==> src/rtl/semaforo_pkg.sv <==
// Shared lamp codes, controller state encoding and lamp-code helper for the
// traffic-light sequencing controller.
package semaforo_pkg;

  localparam logic [2:0] LAMP_OFF    = 3'b000;
  localparam logic [2:0] LAMP_RED    = 3'b001;
  localparam logic [2:0] LAMP_YELLOW = 3'b010;
  localparam logic [2:0] LAMP_GREEN  = 3'b100;

  typedef enum logic [2:0] {
    ST_IDLE,
    ST_SYNC,
    ST_DWELL_R,
    ST_DWELL_G,
    ST_REQ,
    ST_LEAVE,
    ST_WAIT_Y,
    ST_FAULT
  } state_t;

  // More than one lamp lit at once can never be a real light state.
  function automatic logic lamp_illegal(input logic [2:0] code);
    return (code[0] & code[1]) | (code[0] & code[2]) | (code[1] & code[2]);
  endfunction

endpackage

==> src/rtl/semaforo_ctrl_debounce.sv <==
// Pedestrian button conditioning: two-flop synchronizer followed by a stable-time
// counter that advances only on millisecond ticks.
module debounce #(
  parameter int unsigned DEBOUNCE_MS = 20
) (
  input  logic clk,
  input  logic rst,
  input  logic tick,
  input  logic btn,
  output logic level
);

  localparam int unsigned CW = $clog2(DEBOUNCE_MS + 1);
  localparam logic [CW-1:0] CNT_LAST = CW'(DEBOUNCE_MS - 1);

  logic [1:0]    sync;
  logic [CW-1:0] cnt;

  always_ff @(posedge clk or posedge rst) begin
    if (rst) begin
      sync <= 2'b00;
    end else begin
      sync <= {sync[0], btn};
    end
  end

  // Any sample agreeing with the accepted level restarts the stable-time count.
  always_ff @(posedge clk or posedge rst) begin
    if (rst) begin
      cnt   <= '0;
      level <= 1'b0;
    end else if (sync[1] == level) begin
      cnt <= '0;
    end else if (tick) begin
      if (cnt == CNT_LAST) begin
        level <= sync[1];
        cnt   <= '0;
      end else begin
        cnt <= cnt + CW'(1);
      end
    end
  end

endmodule

==> src/rtl/semaforo_ctrl.sv <==
// Traffic-light sequencer: millisecond timebase, red/green dwell timing with a
// pedestrian shortcut, and supervision of the lamp feedback.
module semaforo_ctrl
  import semaforo_pkg::*;
#(
  parameter int unsigned CLKS_PER_MS = 50000,
  parameter int unsigned RED_MS      = 8000,
  parameter int unsigned GREEN_MS    = 10000,
  parameter int unsigned PED_MS      = 2000,
  parameter int unsigned DEBOUNCE_MS = 20,
  parameter int unsigned TIMEOUT_MS  = 5000,
  parameter logic [31:0] CHRONO_INIT = 32'h0000_0000
) (
  input  logic        CLK,
  input  logic        RST,
  input  logic        EN,
  input  logic        BTN,
  input  logic        GREEN,
  input  logic        YELLOW,
  input  logic        RED,
  output logic [31:0] CHRONO,
  output logic        CHANGE,
  output logic        PED_WALK,
  output logic        FAULT
);

  localparam int unsigned   PW         = (CLKS_PER_MS > 1) ? $clog2(CLKS_PER_MS) : 1;
  localparam logic [PW-1:0] PRESC_LAST = PW'(CLKS_PER_MS - 1);
  localparam logic [31:0]   RED_LIM    = 32'(RED_MS);
  localparam logic [31:0]   GREEN_LIM  = 32'(GREEN_MS);
  localparam logic [31:0]   PED_LIM    = 32'(PED_MS);
  localparam logic [31:0]   TO_LIM     = 32'(TIMEOUT_MS);

  logic [PW-1:0] presc;
  logic          tick;
  logic [2:0]    lamp;
  state_t        state_q;
  state_t        state_d;
  logic [31:0]   t_start;
  logic [31:0]   elapsed;
  logic [31:0]   green_limit;
  logic [31:0]   ped_limit;
  logic          ped_pending;
  logic          ped_latched;
  logic          btn_level;
  logic          btn_level_q;

  assign lamp      = {GREEN, YELLOW, RED};
  assign tick      = (presc == PRESC_LAST);
  assign elapsed   = CHRONO - t_start;
  assign ped_limit = elapsed + PED_LIM;

  always_ff @(posedge CLK or posedge RST) begin
    if (RST) begin
      presc  <= '0;
      CHRONO <= CHRONO_INIT;
    end else if (tick) begin
      presc  <= '0;
      CHRONO <= CHRONO + 32'd1;
    end else begin
      presc <= presc + PW'(1);
    end
  end

  debounce #(
    .DEBOUNCE_MS(DEBOUNCE_MS)
  ) u_debounce (
    .clk  (CLK),
    .rst  (RST),
    .tick (tick),
    .btn  (BTN),
    .level(btn_level)
  );

  // Global supervision rules take priority over the per-state sequencing.
  always_comb begin
    state_d = state_q;
    if (state_q == ST_FAULT) begin
      state_d = ST_FAULT;
    end else if (!EN) begin
      state_d = ST_IDLE;
    end else if (state_q != ST_IDLE && lamp_illegal(lamp)) begin
      state_d = ST_FAULT;
    end else if (lamp == LAMP_OFF && !(state_q inside {ST_IDLE, ST_SYNC})) begin
      state_d = ST_FAULT;
    end else begin
      case (state_q)
        ST_IDLE: state_d = ST_SYNC;
        ST_SYNC: begin
          if (lamp == LAMP_RED)         state_d = ST_DWELL_R;
          else if (lamp == LAMP_GREEN)  state_d = ST_DWELL_G;
          else if (lamp == LAMP_YELLOW) state_d = ST_WAIT_Y;
          else if (elapsed >= TO_LIM)   state_d = ST_FAULT;
        end
        ST_DWELL_R: begin
          if (elapsed >= RED_LIM) state_d = ST_REQ;
        end
        ST_DWELL_G: begin
          if (elapsed >= green_limit) state_d = ST_REQ;
        end
        ST_REQ: state_d = ST_LEAVE;
        ST_LEAVE: begin
          if (lamp == LAMP_YELLOW)    state_d = ST_WAIT_Y;
          else if (elapsed >= TO_LIM) state_d = ST_FAULT;
        end
        ST_WAIT_Y: begin
          if (lamp == LAMP_RED)         state_d = ST_DWELL_R;
          else if (lamp == LAMP_GREEN)  state_d = ST_DWELL_G;
          else if (elapsed >= TO_LIM)   state_d = ST_FAULT;
        end
        default: state_d = ST_FAULT;
      endcase
    end
  end

  // Outputs decode the upcoming state so they are registered yet aligned with it.
  always_ff @(posedge CLK or posedge RST) begin
    if (RST) begin
      state_q  <= ST_IDLE;
      t_start  <= '0;
      CHANGE   <= 1'b0;
      PED_WALK <= 1'b0;
      FAULT    <= 1'b0;
    end else begin
      state_q  <= state_d;
      CHANGE   <= (state_d == ST_REQ);
      PED_WALK <= (state_d == ST_DWELL_R);
      FAULT    <= (state_d == ST_FAULT);
      if (state_d != state_q) begin
        t_start <= CHRONO;
      end
    end
  end

  always_ff @(posedge CLK or posedge RST) begin
    if (RST) begin
      btn_level_q <= 1'b0;
      ped_pending <= 1'b0;
    end else begin
      btn_level_q <= btn_level;
      if (state_q inside {ST_IDLE, ST_DWELL_R}) begin
        ped_pending <= 1'b0;
      end else if (btn_level && !btn_level_q) begin
        ped_pending <= 1'b1;
      end
    end
  end

  // The pedestrian shortcut is applied once per green and can only shorten it.
  always_ff @(posedge CLK or posedge RST) begin
    if (RST) begin
      green_limit <= GREEN_LIM;
      ped_latched <= 1'b0;
    end else if (state_d == ST_DWELL_G && state_q != ST_DWELL_G) begin
      green_limit <= GREEN_LIM;
      ped_latched <= 1'b0;
    end else if (state_q == ST_DWELL_G && ped_pending && !ped_latched) begin
      ped_latched <= 1'b1;
      if (ped_limit < green_limit) begin
        green_limit <= ped_limit;
      end
    end
  end

endmodule

==> config.mk <==
export PLATFORM = sky130hd
export DESIGN_NAME = semaforo_ctrl
export DESIGN_NICKNAME = d
export VERILOG_FILES = /design/src/rtl/semaforo_pkg.sv /design/src/rtl/semaforo_ctrl_debounce.sv /design/src/rtl/semaforo_ctrl.sv
export SDC_FILE = /design/constraint.sdc
export NUM_CORES = 1
export LEC_CHECK = 0
export BUFFER_PORTS_ARGS = -buffer_cell sky130_fd_sc_hd__buf_2
export CAP_MARGIN = 20
export CORE_ASPECT_RATIO = 1.75
export CORE_UTILIZATION = 55
export DETAILED_ROUTE_END_ITERATION = 6
export HOLD_SLACK_MARGIN = 0.1
export PLACE_DENSITY = 0.75
export SYNTH_ARGS = -nofsm -noshare
export SYNTH_HDL_FRONTEND = slang
export SYNTH_SLANG_ARGS = --single-unit
==> constraint.sdc <==
create_clock -name CLK -period 6 [get_ports CLK]
set_clock_uncertainty 0.05 [all_clocks]
set_input_delay 0.3 -clock CLK [delete_from_list [all_inputs] [get_ports CLK]]
set_output_delay 0.3 -clock CLK [all_outputs]
set_load 0.05 [all_outputs]
# [Word level (Yosys, flattened, before mapping)]
# Index checks and enable logic that the tools add are counted.
[word_totals] reg_bits=129 latch_bits=0 ram_bits=0 romBits=0 output_inout_bits=35 memories=0
[classes] addsub=5 multipliers=0 div_mod_pow=0 order_cmp=4 eq_ne=19 n_shift=0 mux=24 bitwise=6 n_reduce_logical=20
[op_table] operator="2-to-1 mux 32 bit" n=3
[op_table] operator="greater-or-equal comparator 32 x 13 -> 1 bit (second input constant)" n=2
[op_table] operator="2-to-1 mux 3 bit" n=12
[op_table] operator="adder 32 x 1 -> 32 bit (second input constant)" n=1
[op_table] operator="adder 32 x 11 -> 32 bit (second input constant)" n=1
[op_table] operator="greater-or-equal comparator 32 bit" n=1
[op_table] operator="< comparator 32 bit" n=1
[op_table] operator="subtractor 32 bit" n=1
[op_table] operator="== test 3 bit (second input constant)" n=7
[op_table] operator="one-hot mux 3 bit (7 select lines)" n=1
[op_table] operator="adder 16 x 1 -> 16 bit (second input constant)" n=1
[op_table] operator="== test 16 bit (second input constant)" n=1
[op_table] operator="2-to-1 mux 16 bit" n=1
[op_table] operator="== test 3 x 2 -> 1 bit (second input constant)" n=5
[op_table] operator="2-to-1 mux 5 bit" n=3
[op_table] operator="nonzero test 2 bit" n=6
[op_table] operator="== test 3 x 1 -> 1 bit (second input constant)" n=2
[op_table] operator="logical AND 1 bit" n=6
[op_table] operator="logical NOT 3 bit" n=2
[op_table] operator="adder 5 x 1 -> 5 bit (second input constant)" n=1
[op_table] operator="== test 5 bit (second input constant)" n=1
[op_table] operator="2-to-1 mux 1 bit" n=4
[op_table] operator="bitwise AND 1 bit" n=3
[op_table] operator="logical NOT 1 bit" n=3
[op_table] operator="other kinds (8)" n=9

# [Logic depth before layout (Yosys ltp)]
[logic_depth] word_depth=15 ltp_mapped=28 mapped_depth_nobuf=26

# [By module]
# Synthesis repeated with hierarchy kept, for this count alone.
[hier_totals] hier_cells=1233 hier_area_um2=10463.8
[by_module_without_submodules] module="semaforo_ctrl" n_inst=1 cells_each=1201 area_per_inst_um2=10090.9 seq_area_each_um2=3034.2
[by_module_without_submodules] module="debounce" n_inst=1 cells_each=32 area_per_inst_um2=372.9 seq_area_each_um2=200.2

# [Least setup slack after synthesis]
# Ideal clock, no wire load.
[synth_timing] path_type="flip-flop to flip-flop" start="register CHRONO[0]" end="register green_limit[12]" arrival_time_ps=5865 slack_ps=-61 stages_incl_launch_ff=25 n_path_buf=3 cell_sequence="dfrtp_1 -> inv_1 -> ha_1 -> inv_1 -> fa_1 -> a211oi_1 -> o211ai_1 -> a21oi_1 -> o21ai_0 -> xor2_1 -> nand4_1 -> nor4_2 -> nand4_1 -> nor3_1 -> xor2_1 -> ha_1 -> nand4_1 -> o211ai_1 -> nor3_1 -> o2bb2ai_1 -> o21ai_0 -> buf_1 -> clkbuf_1 -> clkbuf_1 -> a211oi_2"
[synth_via] elab_chain_len=15 elab_cells_between_ends=27 classes_between="add/sub (2); order compare (4); eq/ne (1); mux (16); reduce/logical (4)"
[synth_rtl] element="from (decl)" line="semaforo_ctrl.sv:21" source="output logic [31:0] CHRONO,"
[synth_rtl] element="from (signal assigned)" line="semaforo_ctrl.sv:59" source="CHRONO <= CHRONO + 32'd1;"
[synth_rtl] element="subtractor 32 bit *" line="semaforo_ctrl.sv:50" source="assign elapsed = CHRONO - t_start;"
[synth_rtl] element="greater-or-equal comparator 32 x 13 -> 1 bit" line="semaforo_ctrl.sv:93, semaforo_ctrl.sv:104, semaforo_ctrl.sv:109"
[synth_rtl] element="2-to-1 mux 3 bit" line="semaforo_ctrl.sv:93, semaforo_ctrl.sv:104, semaforo_ctrl.sv:109"
[synth_rtl] element="2-to-1 mux 3 bit" line="semaforo_ctrl.sv:92" source="else if (lamp == LAMP_YELLOW) state_d = ST_WAIT_Y;"
[synth_rtl] element="2-to-1 mux 3 bit" line="semaforo_ctrl.sv:91" source="else if (lamp == LAMP_GREEN) state_d = ST_DWELL_G;"
[synth_rtl] element="2-to-1 mux 3 bit" line="semaforo_ctrl.sv:90" source="if (lamp == LAMP_RED) state_d = ST_DWELL_R;"
[synth_rtl] element="one-hot mux 3 bit (7 select lines)" line="semaforo_ctrl.sv:87" source="case (state_q)"
[synth_rtl] element="2-to-1 mux 3 bit" line="semaforo_ctrl.sv:84" source="end else if (lamp == LAMP_OFF && !(state_q inside {ST_IDLE, ST_SYNC})) begin"
[synth_rtl] element="2-to-1 mux 3 bit" line="semaforo_ctrl.sv:82" source="end else if (state_q != ST_IDLE && lamp_illegal(lamp)) begin"
[synth_rtl] element="2-to-1 mux 3 bit" line="semaforo_ctrl.sv:80" source="end else if (!EN) begin"
[synth_rtl] element="2-to-1 mux 3 bit" line="semaforo_ctrl.sv:78" source="if (state_q == ST_FAULT) begin"
[synth_rtl] element="== test 3 x 2 -> 1 bit" line="semaforo_ctrl.sv:154" source="end else if (state_d == ST_DWELL_G && state_q != ST_DWELL_G) begin"
[synth_rtl] element="logical AND 1 bit" line="semaforo_ctrl.sv:154"
[synth_rtl] element="nonzero test 2 bit (no line)"
[synth_rtl] element="AND reduction 2 bit (no line)"
[synth_rtl] element="to (signal assigned)" line="semaforo_ctrl.sv:160" source="green_limit <= ped_limit;"
[synth_rtl] element="to (decl)" line="semaforo_ctrl.sv:41" source="logic [31:0] green_limit;"
# Every way passes the cells marked *; elsewhere a longest branch is shown, timed or not. The select of a mux whose other input is x is not followed.
# A chain may end at the register's enable or synchronous reset.

# [Worst setup path after layout]
[layout_timing] start="register CHRONO[8]" end="register t_start[11]"
[layout_via] elab_chain_len=12 elab_cells_between_ends=18 classes_between="add/sub (1); order compare (3); eq/ne (1); mux (13)"
[layout_rtl] element="subtractor 32 bit *" line="semaforo_ctrl.sv:50"
[layout_rtl] element="greater-or-equal comparator 32 x 13 -> 1 bit" line="semaforo_ctrl.sv:93, semaforo_ctrl.sv:104, semaforo_ctrl.sv:109"
[layout_rtl] element="2-to-1 mux 3 bit" line="semaforo_ctrl.sv:93, semaforo_ctrl.sv:104, semaforo_ctrl.sv:109"
[layout_rtl] element="2-to-1 mux 3 bit" line="semaforo_ctrl.sv:92"
[layout_rtl] element="2-to-1 mux 3 bit" line="semaforo_ctrl.sv:91"
[layout_rtl] element="2-to-1 mux 3 bit" line="semaforo_ctrl.sv:90"
[layout_rtl] element="one-hot mux 3 bit (7 select lines) *" line="semaforo_ctrl.sv:87"
[layout_rtl] element="2-to-1 mux 3 bit *" line="semaforo_ctrl.sv:84"
[layout_rtl] element="2-to-1 mux 3 bit *" line="semaforo_ctrl.sv:82"
[layout_rtl] element="2-to-1 mux 3 bit *" line="semaforo_ctrl.sv:80"
[layout_rtl] element="2-to-1 mux 3 bit *" line="semaforo_ctrl.sv:78"
[layout_rtl] element="inequality test 3 bit *" line="semaforo_ctrl.sv:129" source="if (state_d != state_q) begin"
[layout_rtl] element="to (signal assigned)" line="semaforo_ctrl.sv:120" source="t_start <= '0;"
[layout_rtl] element="to (signal assigned)" line="semaforo_ctrl.sv:130" source="t_start <= CHRONO;"
[layout_rtl] element="to (decl)" line="semaforo_ctrl.sv:39" source="logic [31:0] t_start;"
# Every way passes the cells marked *; elsewhere a longest branch is shown, timed or not.

==> flow_metrics.py <==
metrics = {
    "critical_path": {
        "ff2ff_setup_slack_ns": 0.25,
        "crit_path_frequent_cell": "o2111ai_1",
        "crit_required_ns": 6.26,
        "setup.worst_path.start_class": "flip-flop",
        "reg2regPathDepth": 20,
        "cpPeakStageDelay_ns": 0.55,
        "crit_type": "reg2reg",
        "r2r_start": "CHRONO[8]",
        "arrival_ns": 6.01,
        "reg2reg_to": "t_start[11]",
        "worstPathCellList": "ha_2, and2_1, o2111ai_1, a31o_2, a21oi_4, xor2_2, ha_1, a21oi_1, o21ai_0, or4_1, a211oi_2, o221ai_1, a2111oi_2, a211oi_1, nor3_1, nand4_1, o2111ai_1, nand4bb_2, buf_6, mux2_1",
        "critPathSlowestCell": "or4_1",
        "crit_start": "CHRONO[8]",
        "path_max_fanout": 32,
        "end_kind": "flip-flop",
    },
    "hold_path": {
        "whs_path_depth": 4,
        "hold-path-endpoint": "CHANGE",
        "hold_path_class": "in2reg",
        "hold_start": "EN",
    },
    "drt": {
        "vias": 8323,
        "drc_errors": 0,
        "drt-pass1-iter-count": 5,
        "wl_per_cell_um": 16.8,
        "routed_via_density": 5.91,
        "routed_wl_um": 23700,
        "drtAntennaViolNets": 0,
        "first_iter_violations": 405,
    },
    "clocking": {
        "clk_path_buf_depth": 2,
        "cts_tree": "yes",
        "clock_latency_ns": 0.43,
        "clk_pin_slew_worst_paths_ns": 0.06,
        "cts.root.buffer_cell": "clkbuf_16",
        "cts_made_buffers": 17,
        "htree_levels": 4,
        "clock-sinks": 129,
    },
    "floorplanning": {
        "die_w_um": 104,
        "ioPinCount": 42,
        "fp.dieH_um": 181,
        "core_sq_mm": 0.0180,
        "dieArea_sq_mm": 0.0188,
        "rows": 65,
        "start_util_pct": 55.8,
    },
    "global_routing": {
        "grt_use_total_pct": 26.2,
        "antenna_found_initial": 0,
        "grt_pass1_wl_um": 40000,
        "grt-ovfl-total": 0,
        "grt_max_degree": 72,
        "grt_pass1_vias": 8518,
    },
    "logic_synthesis": {
        "synth_warnings": 0,
        "synth_seq_cells": 129,
        "syn_area_sq_mm": 0.0100,
        "synth.area.top_cells": "dfrtp_1 31%, ha_1 12%, xnor2_1 5.1%",
        "synthTopCellsByCount": "124 x dfrtp_1, 119 x nor2_1, 96 x ha_1",
        "synth_nets": 1210,
        "synth.most_common_cell": "dfrtp_1",
        "ys_types": 78,
        "synth_area_per_cell_sq_um": 9.07,
        "synth_top_area_cell": "dfrtp_1",
        "syn_inst": 1106,
        "async_flop_share_pct": 100,
        "ys_seq_area_share_pct": 32.3,
        "synthFlopType": "dfrtp_1",
        "synth_top_area_share_pct": 30.9,
        "synth-edff-count": 0,
    },
    "sta": {
        "max_slew_margin_pct": 40.7,
        "period_share_pct": 95.8,
        "hold_viol_final": 0,
        "setup-violations-final": 0,
        "tightestPinTransition_ns": 0.890,
        "max_freq_ghz": 0.174,
        "final.setup.tns_ns": 0,
        "hold_slack_ns": 0.299,
        "drv_slew": 0,
        "min_period_ns": 5.75,
    },
    "place": {
        "gp_congestion": 0.906,
        "numPortBuffers": 41,
        "place_hpwl_um": 17600,
        "placed_area_sq_mm": 0.0106,
    },
    "layout": {
        "area_delta_synth_final_pct": 12.4,
        "drive_gt1_share_pct": 16.9,
        "fin_nets": 1265,
        "final_area_sq_mm": 0.0113,
        "diodes": 0,
    },
    "run": {
        "drv_cap": 0,
    },
    "run_status": {
        "status": "completed",
    },
    "power_and_ir_drop": {
        "vdd_drop_max_v": 0.000207,
        "p_leak_nw": 5.66,
        "powerDensity_mw_per_mm2": 223,
    },
}
per-layer routing:
layer | wire length (um) | global-route usage (%) | vias up
met1 | 9520 | 28.8 | 3990
met4 | 1220 | 15.9 | 0
met2 | 12400 | 47.9 | 185
li1 | - | - | 4065
met5 | 0 | 0 | -
met3 | 552 | 2.97 | 83
registers in the layout (all words and copies together), names as in the netlist:
name,cells
t_start,32
u_debounce.level,1
u_debounce.cnt,5
CHANGE,1
PED_WALK,1
u_debounce.sync,2
green_limit,32
CHRONO,32
btn_level_q,1
presc,16
ped_pending,1
ped_latched,1
state_q,3
FAULT,1
worst max path at each step:
stage	to	slack, ns	cells after the start
floorplan	green_limit[12]	0.12	24
global placement	t_start[11]	-0.16	20
detailed placement	t_start[12]	-0.11	20
CTS	t_start[11]	0.006	20
global route	t_start[11]	-0.03	21
finish	t_start[11]	0.25	20
power breakdown:
group | switching (mW) | leakage [nW] | internal (mW)
combinational | 0.348 | 3.63 | 0.222
clock | 0.452 | 0.270 | 0.548
sequential | 0.0370 | 1.76 | 0.904
critical path, delay by kind of cell, from the launching register on:
kind / cells / cell delay (ns)
compound gates: 10 / 2.25
xor+xnor: 1 / 0.23
fa+ha+maj: 2 / 0.75
buf+inv: 1 / 0.25
flops: 1 / 0.47
mux: 1 / 0.36
simple gates: 5 / 1.24
through the flow:
step | setup WS (ns) | utilization (%) | std cells | total power, mW
2_1_floorplan | 0.116 | - | 1106 | 1.42
3_3_place_gp | -0.162 | 59.0 | 1372 | 1.51
3_5_place_dp | -0.113 | 59.0 | 1372 | 1.51
4_1_cts | 0.00648 | 62.3 | 1406 | 2.52
5_1_grt | -0.0347 | 62.7 | 1408 | 2.62
6_report | 0.253 | 62.7 | 1408 | 2.51
cells in the final DEF, fill, tap and decap left out, drive strengths merged, types with 33 or more instances in the layout:
cell type,n
dfrtp,124
o21ai,44
ha,96
mux2,34
xnor2,58
nand2,81
nand3,34
nand4,33
a21oi,62
buf,73
nor2,119
inv,92
xor2,35
cells by family (layout without fill, tap and decap cells):
group	Yosys count	after routing	synth area share [%]
AND/OR/NAND/NOR	375	375	18.4
AO/OA/AOI/OAI	238	238	17.3
flip-flops	129	129	32.3
buffers and inverters	122	190	5.08
adder cells (fa/ha/maj)	98	98	12.3
XOR/XNOR	93	93	8.12
multiplexers	51	51	6.56
cell type report:
class                      instances  area [sq um]
timing repair buffer              75           494
multi-input combinational        855          6370
clock buffer                      17           425
inverter                          83           314
clock inverter                    15           143
tap                              234           293
fill                            1509          6700
sequential                       129          3230
timing repair:
| item | 4_1_cts | 5_1_grt |
|---|---|---|
| pin swaps | 0 | 2 |
| buffers inserted | 0 | 2 |
| hold buffers | 2 | 0 |
| endpoints found under the setup margin | 65 | 67 |
| endpoints found under the hold margin | 59 | 0 |
| resized for setup | 2 | 14 |
Note: power is estimated with default switching activity, not from simulation.
